File: src/rtl/bus_arbiter_mux_if.sv
// Purpose: bundle of the two-master request side and the slave-facing routed bus of the arbiter.
// Latency: none (wires only).
// Backpressure: none; masters hold req until their grant arrives.
//
// Signals:
//   m0_*/m1_*  master request, write strobe, address, write data
//   s*_dout    registered read data from the four slaves
//   m*_grant   bus ownership, s_addr/s_wr/s_din routed bus, s*_sel slave selects
//   m_din      read data returned to both masters
// Modports:
//   master  arbiter side (it drives the shared slave bus)
//   slave   environment side (masters and slaves attached to the arbiter)
interface bus_arbiter_mux_if #(
  parameter int ADDR_W = 8,
  parameter int DATA_W = 32
);
  logic              m0_req;
  logic              m0_wr;
  logic [ADDR_W-1:0] m0_addr;
  logic [DATA_W-1:0] m0_dout;
  logic              m1_req;
  logic              m1_wr;
  logic [ADDR_W-1:0] m1_addr;
  logic [DATA_W-1:0] m1_dout;
  logic [DATA_W-1:0] s0_dout;
  logic [DATA_W-1:0] s1_dout;
  logic [DATA_W-1:0] s2_dout;
  logic [DATA_W-1:0] s3_dout;
  logic              m0_grant;
  logic              m1_grant;
  logic [ADDR_W-1:0] s_addr;
  logic              s_wr;
  logic [DATA_W-1:0] s_din;
  logic              s0_sel;
  logic              s1_sel;
  logic              s2_sel;
  logic              s3_sel;
  logic [DATA_W-1:0] m_din;

  modport master (
    input  m0_req, m0_wr, m0_addr, m0_dout,
    input  m1_req, m1_wr, m1_addr, m1_dout,
    input  s0_dout, s1_dout, s2_dout, s3_dout,
    output m0_grant, m1_grant, s_addr, s_wr, s_din,
    output s0_sel, s1_sel, s2_sel, s3_sel, m_din
  );

  modport slave (
    output m0_req, m0_wr, m0_addr, m0_dout,
    output m1_req, m1_wr, m1_addr, m1_dout,
    output s0_dout, s1_dout, s2_dout, s3_dout,
    input  m0_grant, m1_grant, s_addr, s_wr, s_din,
    input  s0_sel, s1_sel, s2_sel, s3_sel, m_din
  );
endinterface

File: src/rtl/bus_arbiter_mux.sv
// Purpose: two-master non-preemptive bus arbiter with address/data routing and slave decode.
// Latency: grant changes one edge after the request change; read data returns one cycle after address.
// Backpressure: a waiting master simply holds req; the owner keeps the bus until it drops req.
//
// Ports:
//   clk, reset  rising-edge clock, synchronous active-high reset
//   bus         bus_arbiter_mux_if.master: master requests in, routed slave bus,
//               one-hot slave selects, grants and returned read data out
module bus_arbiter_mux #(
  parameter int ADDR_W = 8,
  parameter int DATA_W = 32
) (
  input  logic                    clk,
  input  logic                    reset,
  bus_arbiter_mux_if.master       bus
);

  typedef enum logic {M0_GNT = 1'b0, M1_GNT = 1'b1} state_t;

  state_t            state_q;
  state_t            state_d;
  logic [3:0]        rsel_q;
  logic [3:0]        sel;
  logic [ADDR_W-1:0] addr_mux;
  logic [DATA_W-1:0] din_mux;
  logic              wr_mux;
  logic              m0_grant_c;
  logic              m1_grant_c;

  always_ff @(posedge clk) begin
    if (reset) begin
      state_q <= M0_GNT;
      rsel_q  <= 4'b0000;
    end else begin
      state_q <= state_d;
      // remember which slave was addressed so its registered data can be steered back
      rsel_q  <= sel;
    end
  end

  // Next state plus grant/routing outputs, all decoded from the current owner.
  always_comb begin
    state_d    = state_q;
    m0_grant_c = 1'b1;
    m1_grant_c = 1'b0;
    addr_mux   = bus.m0_addr;
    din_mux    = bus.m0_dout;
    wr_mux     = bus.m0_wr & bus.m0_req;
    case (state_q)
      M0_GNT: begin
        // M0 keeps the bus on simultaneous requests
        if (!bus.m0_req && bus.m1_req) state_d = M1_GNT;
      end
      M1_GNT: begin
        m0_grant_c = 1'b0;
        m1_grant_c = 1'b1;
        addr_mux   = bus.m1_addr;
        din_mux    = bus.m1_dout;
        wr_mux     = bus.m1_wr & bus.m1_req;
        // non-preemptive: only M1 releasing its request returns the bus
        if (!bus.m1_req) state_d = M0_GNT;
      end
      default: state_d = M0_GNT;
    endcase
  end

  // Slave decode on the top nibble; 0x6..0xF selects nothing, so writes there are dropped.
  always_comb begin
    sel = 4'b0000;
    case (addr_mux[7:4])
      4'h0:       sel = 4'b0001;
      4'h1:       sel = 4'b0010;
      4'h2, 4'h3: sel = 4'b0100;
      4'h4, 4'h5: sel = 4'b1000;
      default:    sel = 4'b0000;
    endcase
  end

  assign bus.m0_grant = m0_grant_c;
  assign bus.m1_grant = m1_grant_c;
  assign bus.s_addr   = addr_mux;
  assign bus.s_din    = din_mux;
  assign bus.s_wr     = wr_mux;
  assign bus.s0_sel   = sel[0];
  assign bus.s1_sel   = sel[1];
  assign bus.s2_sel   = sel[2];
  assign bus.s3_sel   = sel[3];

  // rsel_q is one-hot or zero, so an AND-OR mux gives 0 for the unmapped case.
  assign bus.m_din = ({DATA_W{rsel_q[0]}} & bus.s0_dout)
                   | ({DATA_W{rsel_q[1]}} & bus.s1_dout)
                   | ({DATA_W{rsel_q[2]}} & bus.s2_dout)
                   | ({DATA_W{rsel_q[3]}} & bus.s3_dout);

endmodule

File: src/flat_wrapper.sv
// flat-port wrapper written by rule: the top's interface ports become plain ports
module bus_arbiter_mux_flat 
#(
  parameter int ADDR_W = 8,
  parameter int DATA_W = 32
)
  (clk, reset, bus_m0_req, bus_m0_wr, bus_m0_addr, bus_m0_dout, bus_m1_req, bus_m1_wr, bus_m1_addr, bus_m1_dout, bus_s0_dout, bus_s1_dout, bus_s2_dout, bus_s3_dout, bus_m0_grant, bus_m1_grant, bus_s_addr, bus_s_wr, bus_s_din, bus_s0_sel, bus_s1_sel, bus_s2_sel, bus_s3_sel, bus_m_din);
  bus_arbiter_mux_if #(.ADDR_W(ADDR_W), .DATA_W(DATA_W)) bus_i ();
  input  logic clk;
  input  logic reset;
  input wire logic [$bits(bus_i.m0_req)-1:0] bus_m0_req;
  input wire logic [$bits(bus_i.m0_wr)-1:0] bus_m0_wr;
  input wire logic [$bits(bus_i.m0_addr)-1:0] bus_m0_addr;
  input wire logic [$bits(bus_i.m0_dout)-1:0] bus_m0_dout;
  input wire logic [$bits(bus_i.m1_req)-1:0] bus_m1_req;
  input wire logic [$bits(bus_i.m1_wr)-1:0] bus_m1_wr;
  input wire logic [$bits(bus_i.m1_addr)-1:0] bus_m1_addr;
  input wire logic [$bits(bus_i.m1_dout)-1:0] bus_m1_dout;
  input wire logic [$bits(bus_i.s0_dout)-1:0] bus_s0_dout;
  input wire logic [$bits(bus_i.s1_dout)-1:0] bus_s1_dout;
  input wire logic [$bits(bus_i.s2_dout)-1:0] bus_s2_dout;
  input wire logic [$bits(bus_i.s3_dout)-1:0] bus_s3_dout;
  output wire logic [$bits(bus_i.m0_grant)-1:0] bus_m0_grant;
  output wire logic [$bits(bus_i.m1_grant)-1:0] bus_m1_grant;
  output wire logic [$bits(bus_i.s_addr)-1:0] bus_s_addr;
  output wire logic [$bits(bus_i.s_wr)-1:0] bus_s_wr;
  output wire logic [$bits(bus_i.s_din)-1:0] bus_s_din;
  output wire logic [$bits(bus_i.s0_sel)-1:0] bus_s0_sel;
  output wire logic [$bits(bus_i.s1_sel)-1:0] bus_s1_sel;
  output wire logic [$bits(bus_i.s2_sel)-1:0] bus_s2_sel;
  output wire logic [$bits(bus_i.s3_sel)-1:0] bus_s3_sel;
  output wire logic [$bits(bus_i.m_din)-1:0] bus_m_din;
  assign bus_i.m0_req = bus_m0_req;
  assign bus_i.m0_wr = bus_m0_wr;
  assign bus_i.m0_addr = bus_m0_addr;
  assign bus_i.m0_dout = bus_m0_dout;
  assign bus_i.m1_req = bus_m1_req;
  assign bus_i.m1_wr = bus_m1_wr;
  assign bus_i.m1_addr = bus_m1_addr;
  assign bus_i.m1_dout = bus_m1_dout;
  assign bus_i.s0_dout = bus_s0_dout;
  assign bus_i.s1_dout = bus_s1_dout;
  assign bus_i.s2_dout = bus_s2_dout;
  assign bus_i.s3_dout = bus_s3_dout;
  assign bus_m0_grant = bus_i.m0_grant;
  assign bus_m1_grant = bus_i.m1_grant;
  assign bus_s_addr = bus_i.s_addr;
  assign bus_s_wr = bus_i.s_wr;
  assign bus_s_din = bus_i.s_din;
  assign bus_s0_sel = bus_i.s0_sel;
  assign bus_s1_sel = bus_i.s1_sel;
  assign bus_s2_sel = bus_i.s2_sel;
  assign bus_s3_sel = bus_i.s3_sel;
  assign bus_m_din = bus_i.m_din;
  bus_arbiter_mux #(.ADDR_W(ADDR_W), .DATA_W(DATA_W)) u_core (.clk(clk), .reset(reset), .bus(bus_i));
endmodule
File: config.mk
export PLATFORM = sky130hd
export DESIGN_NAME = bus_arbiter_mux_flat
export DESIGN_NICKNAME = d
export VERILOG_FILES = /design/src/rtl/bus_arbiter_mux_if.sv /design/src/rtl/bus_arbiter_mux.sv /design/src/flat_wrapper.sv
export SDC_FILE = /design/constraint.sdc
export NUM_CORES = 1
export LEC_CHECK = 0
export ABC_AREA = 1
export BUFFER_PORTS_ARGS = -buffer_cell sky130_fd_sc_hd__buf_2
export CAP_MARGIN = 20
export CELL_PAD_IN_SITES_DETAIL_PLACEMENT = 1
export CELL_PAD_IN_SITES_GLOBAL_PLACEMENT = 1
export CORE_MARGIN = 4
export CORE_UTILIZATION = 14
export DETAILED_ROUTE_END_ITERATION = 10
export PLACE_DENSITY_LB_ADDON = 0.1
export SLEW_MARGIN = 20
export SYNTH_ARGS = -nofsm -noshare
export SYNTH_HDL_FRONTEND = slang
export SYNTH_SLANG_ARGS = --single-unit
File: constraint.sdc
create_clock -name clk -period 1.41 [get_ports clk]
set_input_delay 0.141 -clock clk [delete_from_list [all_inputs] [get_ports clk]]
set_output_delay 0.141 -clock clk [all_outputs]
set_load 0.02 [all_outputs]
After elaboration in Yosys (flattened, before gate mapping):

Index checks and enable logic that the tools add are counted.

* word-level logic and storage cells: 31
* flip-flop bits (word level): 5
* input port bits: 214
* output and inout bits: 79

* mux-type cells: 9
* bitwise gates (word level): 10
* reduce and logical (&&, ||, !) cells: 5
* eq/ne operators: 5

Operator list (count)
* AND 32 bit: 4
* OR 32 bit: 3
* 2-to-1 mux 32 bit: 1
* case mux 4 bit (4 select lines): 1
* equality test 4 x 2 -> 1 bit, second input constant: 2
* equality test 4 x 3 -> 1 bit, second input constant: 2
* 2-to-1 mux 8 bit: 1
* 2-to-1 mux 1 bit: 5
* equality test 4 x 1 -> 1 bit, second input constant: 1
* zero test 4 bit: 1
* OR reduction 2 bit: 2
* AND 1 bit: 2
* case mux 1 bit (2 select lines): 1
* logical AND 1 bit: 1
* zero test 1 bit: 1
* NOT 1 bit: 1

Longest topological paths before layout:

Gate-level depths: netlist of run 1.

* depth in word-level cells: 4
* gate-level depth with buffers: 7
* gate-level depth less buffers: 6

Least setup slack after synthesis of run 1:

Ideal clock, no wire load.

* path kind: register to output
* start: register u_core.state_q
* end: output port bus_s0_sel
* path slack: 92 ps
* stages on the path, launching flop included: 8
* arrival: 1177 ps
* cells stage by stage: dfxtp_1 > buf_6 > inv_6 > nand2_2 > nand2_1 > nor2_1 > nand2_1 > inv_1

* cells in the longest elaborated chain, start to end: 4

RTL lines
* start: declaration: RTL line bus_arbiter_mux.sv:20 `state_t state_q;`
* start signal: assignment: RTL line bus_arbiter_mux.sv:35 `state_q <= state_d;`
* 2-to-1 mux 8 bit (*): RTL line bus_arbiter_mux.sv:49 `case (state_q)`
* named net bus_s_addr[4]: RTL line flat_wrapper.sv:25 `output wire logic [$bits(bus_i.s_addr)-1:0] bus_s_addr;`
* equality test 4 x 3 -> 1 bit / equality test 4 x 2 -> 1 bit (equally long branches): RTL line bus_arbiter_mux.sv:70 `case (addr_mux[7:4])`
* OR reduction 2 bit: RTL line bus_arbiter_mux.sv:70
* case mux 4 bit (4 select lines) (*): RTL line bus_arbiter_mux.sv:70
* end: declaration: RTL line flat_wrapper.sv:28 `output wire logic [$bits(bus_i.s0_sel)-1:0] bus_s0_sel;`

Mark *: on every way through the listed nets, which the timed path passes. The rest lies on a longest branch.

Worst setup path after layout of run 1:

* start: register u_core.state_q
* end: output port bus_s0_sel

* cells in the longest elaborated chain, start to end: 4

RTL lines (RTL line)
* 2-to-1 mux 8 bit (*): bus_arbiter_mux.sv:49
* equality test 4 x 3 -> 1 bit / equality test 4 x 2 -> 1 bit (equally long branches): bus_arbiter_mux.sv:70
* OR reduction 2 bit: bus_arbiter_mux.sv:70
* case mux 4 bit (4 select lines) (*): bus_arbiter_mux.sv:70

Mark *: on every way between the ends. The rest lies on a longest branch, timed or not.

==> results of run 1 <==
==> repair_timing <==
action | 4_1_cts | 5_1_grt
resized for setup | 29 | 60
pin swaps | 0 | 5
hold buffers | 0 | 0
buffers inserted | 2 | 2
gates cloned | 2 | 1
setup endpoints to repair | 36 | 32
==> routing by layer <==
layer / global-route usage [%] / share of wire [%]
met3: 4.973 / 9.2
met1: 17.59 / 33
met2: 35.62 / 56
met4: 3.285 / 1.8
met5: 0 / 0
==> path summary, 6_finish.rpt <==
check / end / slack, ns
worst max-delay path: bus_s0_sel / -0.01
worst min-delay path: u_core.state_q / 0.16
worst max register to register: u_core.rsel_q[0] / 0.36
worst min register to register: u_core.rsel_q[2] / 0.83
==> registers in the layout (all words and copies together) (netlist names) <==
signal / cells
u_core.state_q: 1
u_core.rsel_q: 4
==> final cells by class <==
cell class / count / area, um^2 / area share, %
sequential: 5 / 103.9 / 2.902
multi-input combinational: 299 / 1310 / 36.61
timing repair buffer: 306 / 1884 / 52.66
tap: 140 / 175.2 / 4.895
clock buffer: 4 / 45.04 / 1.259
antenna: 1 / 2.502 / 0.06993
inverter: 11 / 57.56 / 1.608
==> cells in the final DEF, fill, tap and decap left out, types with 3 or more instances in the layout <==
master / instances
inv_1: 8
buf_4: 24
clkbuf_8: 3
buf_6: 22
nand2_1: 239
nor2_1: 4
buf_12: 6
nand4_1: 32
dfxtp_1: 4
buf_2: 251
nand2_2: 11
nand2_4: 5
nor2_4: 3
==> power by group <==
group	leakage [nW]	internal, mW	switching (mW)
Clock	0.0228	0.194	0.0663
Combinational	2.08	0.544	0.614
Sequential	0.0414	0.147	0.00529
Total	2.15	0.885	0.685
==> metrics by stage <==
step | util, % | power, mW
floorplan | - | 0.6327
global placement | 29.25 | 1.153
detailed placement | 29.25 | 1.168
CTS | 31.01 | 1.504
global route | 33.01 | 1.696
finish | 33.01 | 1.570
==> worst max-delay path, stage by stage (launching register included) <==
cell and delay (ns):
dfxtp_4 0.36, buf_12 0.14, inv_16 0.06, nand2_2 0.07, nand2_4 0.07, nor2_4 0.10
nand2_1 0.07, inv_1 0.07, buf_6 0.11
==> logic make-up (layout without fill, tap and decap cells) <==
family	Yosys count	count (layout)	share of synthesized area, %
simple gates	299	299	81.34
other cells	0	1	0
flops	5	5	6.462
buf+inv	32	321	12.20
==> qor.csv, run 1 <==
metric,value,unit
status,finished with violations,
violations,negative setup slack,
grt_overflow,0,
htree_levels,1,
reg2reg_from,u_core.state_q,
startpoint_type,flip-flop,
drv_cap,0,
crit_path_start,u_core.state_q,
initial_core_util,14.29,%
cp-end-kind,output pin,
yosys_warnings,0,
place_congestion,0.8776,
drcViolationCount,0,
cts_buffer_depth,2,
worstPathRequired,1.27,ns
dpl.hpwl,10090,um
fin_hold_ws,0.1567,ns
synth_top_area_cell,nand2_1,
fmax,703.3,MHz
finalSetupTns,-0.02809,ns
tightestPinTransition,0.1727,ns
num_io_pins,293,
final_cells,766,
vias_per_cell,4.258,
syn_to_final_growth,131.0,%
ir_drop,0.2604,mV
ys_seq_area_share,6.462,%
path_class,flip-flop to output pin,
clkLatencyLatePin,0.22,ns
r2r_cells,7,
grt_usage,17.56,%
clock_skew,0.001188,ns
min-delay-start,reset,
drive_gt1_share,53.60,%
worst_slack,-0.01185,ns
synth.most_common_cell,nand2_1,
cp_max_fo,11,
relSlewSlack,88.49,%
synthFlopType,dfxtp_1,
period_needed,1.422,ns
dieArea,0.01281,mm^2
vias,3262,
syn_area_per_cell,4.610,um^2
drt_iter0_drc,97,
wirelength,12300,um
powerDensity,438.8,mW/mm^2
fin_nets,840,
cts_tree,yes,
core,0.01084,mm^2
die_x,113.2,um
synth_common_cells,"nand2_1, nand4_1, buf_2",
root_buffer,clkbuf_8,
grt_max_degree,33,
synth_fp_nets,550,
cts.sink_count,5,
place_inst,754,
synth_top_area_share,60.10,%
rows,38,
first_pass_iters,4,
synth_area,0.001549,mm^2
grt_antenna_before_repair,1,
min_path_cells,2,
placed_area,0.003171,mm^2
rsz0062_at_grt,yes,
arrival,1.28,ns
drv_slew,0,
grt_pass1_vias,3509,
numPortBuffers,292,
final_hold_viol_count,0,
syn_inst,336,
dpl_worst_slack,0.1312,ns
yosys-top-cells-area,"nand2_1, nand4_1, dfxtp_1",
min_path_type,primary input to flip-flop,
ant_nets,0,
ys_async_sr_fraction,0,%
ys_seq_elements,5,
cts_buffers,3,
p_leak,2.149,nW
design_area,0.003578,mm^2
fillers,1535,
synth_edf_count,0,
min_period_over_period,100.8,%
grt_pass1_wl,18240,um
yosysUniqueCellTypes,13,
finalSetupViolCount,3,
path_clk_slew,0.03,ns
fp.dieH,113.2,um
routedWlPerCell,16.05,um
Note: power is estimated with default switching activity, not from simulation.
==> inputs of run 2 (changes only) <==
--- a/config.mk
+++ b/config.mk
@@ -14,6 +14,7 @@
 export CORE_UTILIZATION = 14
 export DETAILED_ROUTE_END_ITERATION = 10
 export PLACE_DENSITY_LB_ADDON = 0.1
+export REMOVE_ABC_BUFFERS = 1
 export SLEW_MARGIN = 20
 export SYNTH_ARGS = -nofsm -noshare
 export SYNTH_HDL_FRONTEND = slang
==> qor.csv, run 2 (synthesized netlist as in run 1, its figures left out) <==
metric,value,unit
drt_iter0_drc,104,
initial_core_util,14.29,%
max_flop_register,u_core.rsel_q,
vias,3251,
rows,38,
clock_skew,0.0006481,ns
drcViolationCount,0,
tightestPinTransition,0.1734,ns
largest_register_ffs,4,
cts_buffers,3,
reg_top3,"u_core.rsel_q: 4 flops, u_core.state_q: 1 flops",
wirelength,11760,um
grt_pass1_wl,17210,um
place_congestion,0.8429,
drv_slew,0,
numPortBuffers,292,
path_clk_slew,0.04,ns
dieArea,0.01281,mm^2
fp.dieH,113.2,um
status,"complete, no violations",
finalSetupViolCount,0,
die_x,113.2,um
min_path_type,primary input to flip-flop,
fillers,1542,
cts_buffer_depth,2,
grt_pass1_vias,3418,
relSlewSlack,88.42,%
fin_nets,837,
period_needed,1.397,ns
ant_nets,0,
min_period_over_period,99.06,%
cts_tree,yes,
path_class,flip-flop to output pin,
powerDensity,444.8,mW/mm^2
final_common_cell,buf_2,
drive_gt1_share,52.57,%
first_pass_iters,4,
multi_input_area,0.001282,mm^2
htree_levels,1,
p_leak,2.096,nW
rsz0062_at_grt,yes,
grt_usage,16.47,%
final_core_util,31.68,%
drv_cap,0,
final_cells,763,
startpoint_type,flip-flop,
ir_drop,0.3390,mV
arrival,1.26,ns
cts.sink_count,5,
hold_buffers,0,
layout_common_cells,"buf_2, nand2_1, nand4_1",
fmax,716.0,MHz
num_io_pins,293,
vias_per_cell,4.261,
syn_to_final_growth,121.7,%
root_buffer,clkbuf_8,
clkLatencyLatePin,0.22,ns
grt_overflow,0,
worstPathRequired,1.27,ns
seqCellArea,101.3,um^2
place_inst,755,
cp-end-kind,output pin,
dpl.hpwl,9924,um
grt_max_degree,38,
grt_antenna_before_repair,1,
final_hold_viol_count,0,
core,0.01084,mm^2
cp_max_fo,37,
routedWlPerCell,15.41,um
run 2: path summary, 6_finish.rpt:
check	startpoint	to	slack (ns)	depth (start not counted)
max	u_core.state_q	bus_s_addr[3]	0.01	6
min	reset	u_core.rsel_q[2]	0.15	2
max reg2reg	u_core.state_q	u_core.rsel_q[0]	0.28	8
min reg2reg	u_core.state_q	u_core.state_q	0.71	3
run 2: cell type report:
type                       count  area share [%]
inverter                      11           1.421
clock buffer                   3           1.202
tap                          140           5.100
multi-input combinational    299           37.34
clock inverter                 1          0.1457
sequential                     5           2.951
antenna                        1         0.07286
timing repair buffer         303           51.77
run 2: power by group:
group	internal, mW	switching [mW]	leakage (nW)
clock network	0.190	0.0787	0.0255
registers	0.148	0.00414	0.0411
logic	0.511	0.596	2.03
run 2: what timing repair did:
action,4_1_cts,5_1_grt
endpoints found under the setup margin,40,41
gates resized for setup,24,48
pin swaps,0,2
setup buffers,0,2
gates cloned,0,1
run 2: metrics by stage:
stage                     instance area, um^2  setup WS (ns)  hold slack, ns  power (mW)  TNS (ns)
final                                    3435        0.01332          0.1514       1.528         0
after CTS                                3276      -0.008153          0.1527       1.478  -0.01014
after global placement                   3166         0.1817          0.4026       1.159         0
after global routing                     3435       -0.06890          0.1560       1.651    -1.544
after detailed placement                 3166         0.1894          0.3889       1.170         0
after floorplan                          1406        -0.7751          0.2134      0.6046    -23.11
run 2: metal layers:
layer  part of all wire [%]  vias up  track usage [%]
met5                      0        -                0
met4                    1.7        0            3.526
met2                     53      178            32.35
li1                       -     1619                -
met3                     11       12            4.866
met1                     35     1442            17.07
run 2: critical path, cell delays in order, from the launching register on:
cell     delay (ns)
dfxtp_2        0.32
buf_6          0.13
inv_8          0.09
buf_16         0.18
nand2_1        0.08
nand2_1        0.07
buf_4          0.14
==> inputs of run 3 (changes only) <==
==> constraint.sdc (replaced) <==
create_clock -name clk -period 1.41 [get_ports clk]
set_input_delay 0.141 -clock clk [delete_from_list [all_inputs] [get_ports clk]]
set_output_delay 0.141 -clock clk [all_outputs]
set_load 0.05 [all_outputs]
==> qor.csv, run 3 (synthesized netlist as in run 1, its figures left out) <==
metric,value,unit
ant_nets,0,
cts_buffer_depth,2,
crit_path_start,u_core.state_q,
cp-end-kind,output pin,
dpl.hpwl,10070,um
ir_drop,0.2705,mV
vias_per_cell,4.303,
seqCellArea,101.3,um^2
place_congestion,0.8417,
worstPathRequired,1.27,ns
antenna_cells,0,
root_buffer,clkbuf_8,
min_period_over_period,100.7,%
powerDensity,547.6,mW/mm^2
first_pass_iters,4,
grt_pass1_vias,3508,
final_core_util,34.67,%
die_x,113.2,um
min-delay-start,reset,
clock_skew,0.006395,ns
drv_cap,0,
cts.sink_count,5,
worst_slack,-0.01019,ns
htree_levels,1,
multi_input_area,0.001350,mm^2
tightestPinTransition,0.2571,ns
arrival,1.28,ns
reg_top3,"u_core.rsel_q: 4 flops, u_core.state_q: 1 flops",
crit_top_cell,nand2_4,
final_hold_viol_count,0,
status,finished with violations,
vias,3292,
grt_overflow,0,
num_io_pins,293,
final_cells,765,
period_needed,1.420,ns
drt_iter0_drc,135,
fmax,704.1,MHz
path_class,flip-flop to output pin,
path_buf_inv,4,
cp_top_family,buffers and inverters,
max_flop_register,u_core.rsel_q,
routedWlPerCell,15.93,um
rsz0062_at_grt,yes,
rows,38,
slowest_stage,dfxtp_2,
place_inst,758,
syn_to_final_growth,142.6,%
cp_max_fo,8,
dpl_worst_slack,0.08971,ns
drive_gt1_share,54.08,%
cpPeakStageDelay,0.33,ns
numPortBuffers,292,
clkLatencyLatePin,0.23,ns
grt_usage,17.30,%
violations,negative setup slack,
grt_max_degree,38,
largest_register_ffs,4,
final_common_cell,nand2_1,
min_path_type,primary input to flip-flop,
dieArea,0.01281,mm^2
grt_pass1_wl,17750,um
fp.dieH,113.2,um
fillers,1516,
worstPathCellList,buf_12 -> inv_12 -> nand2_4 -> nand2_4 -> nor2_4 -> nand2_2 -> inv_2 -> buf_8,
drcViolationCount,0,
cts_buffers,3,
fin_nets,840,
hold_buffers,0,
finalPower,2.058,mW
grt_antenna_before_repair,0,
startpoint_type,flip-flop,
layout_common_cells,"nand2_1, buf_2, buf_6",
fin_hold_ws,0.1486,ns
reg2reg_from,u_core.state_q,
path_clk_slew,0.04,ns
p_leak,2.162,nW
initial_core_util,14.29,%
cts_tree,yes,
relSlewSlack,82.82,%
drv_slew,0,
core,0.01084,mm^2
finalSetupViolCount,2,
wirelength,12180,um
-- run 3: cell count changes in the layout (fill, tap and decap cells not counted), moves of 2 or more --
cell	previous run	this run
buf_12	4	7
buf_2	252	220
buf_4	30	16
buf_6	15	39
clkbuf_4	0	20
nand2_1	244	238
nand2_2	6	10
nand2_8	0	2
nand3_1	2	0
nand3_2	1	3
nor2_2	3	0
nor2_4	1	4
-- run 3: final timing paths --
check	endpoint	slack (ns)	cells past startpoint
hold / removal	u_core.rsel_q[2]	0.15	2
setup reg to reg	u_core.rsel_q[1]	0.17	9
hold reg to reg	u_core.rsel_q[3]	0.78	5
setup / recovery	bus_s1_sel	-0.01	8
-- run 3: cell type report --
type	count	area share [%]
clock buffers	4	1.198
well taps	140	4.660
repair buffers	306	54.09
inverters	11	1.431
flip-flops and latches	5	2.696
multi-input cells	299	35.92
-- run 3: power breakdown --
| group | switching, mW | internal [mW] | leakage [nW] | total, mW |
|---|---|---|---|---|
| sequential | 0.00406 | 0.148 | 0.0411 | 0.152 |
| clock | 0.0762 | 0.195 | 0.0228 | 0.271 |
| combinational | 1.02 | 0.616 | 2.10 | 1.64 |
| total | 1.10 | 0.959 | 2.16 | 2.06 |
-- run 3: layer usage --
metal | global-route usage, % | vias to the layer above | wire length [um]
met1 | 16.94 | 1463 | 4083
li1 | - | 1624 | -
met4 | 5.048 | 0 | 272
met5 | 0 | - | 0
met2 | 34.56 | 187 | 6611
met3 | 5.080 | 18 | 1216
-- run 3: metrics by stage --
step / TNS (ns) / cell area, um^2
after floorplan: -46.31 / 1406
after global placement: 0 / 3228
after detailed placement: 0 / 3228
after CTS: -0.3847 / 3593
after global routing: -1.544 / 3759
final: -0.01893 / 3759
-- run 3: repair_timing --
action	CTS	global route
resized for setup	100	55
setup endpoints to repair	42	72
buffers inserted	1	1
endpoints found under the hold margin	0	0
gates cloned	0	1
pin swaps	4	6
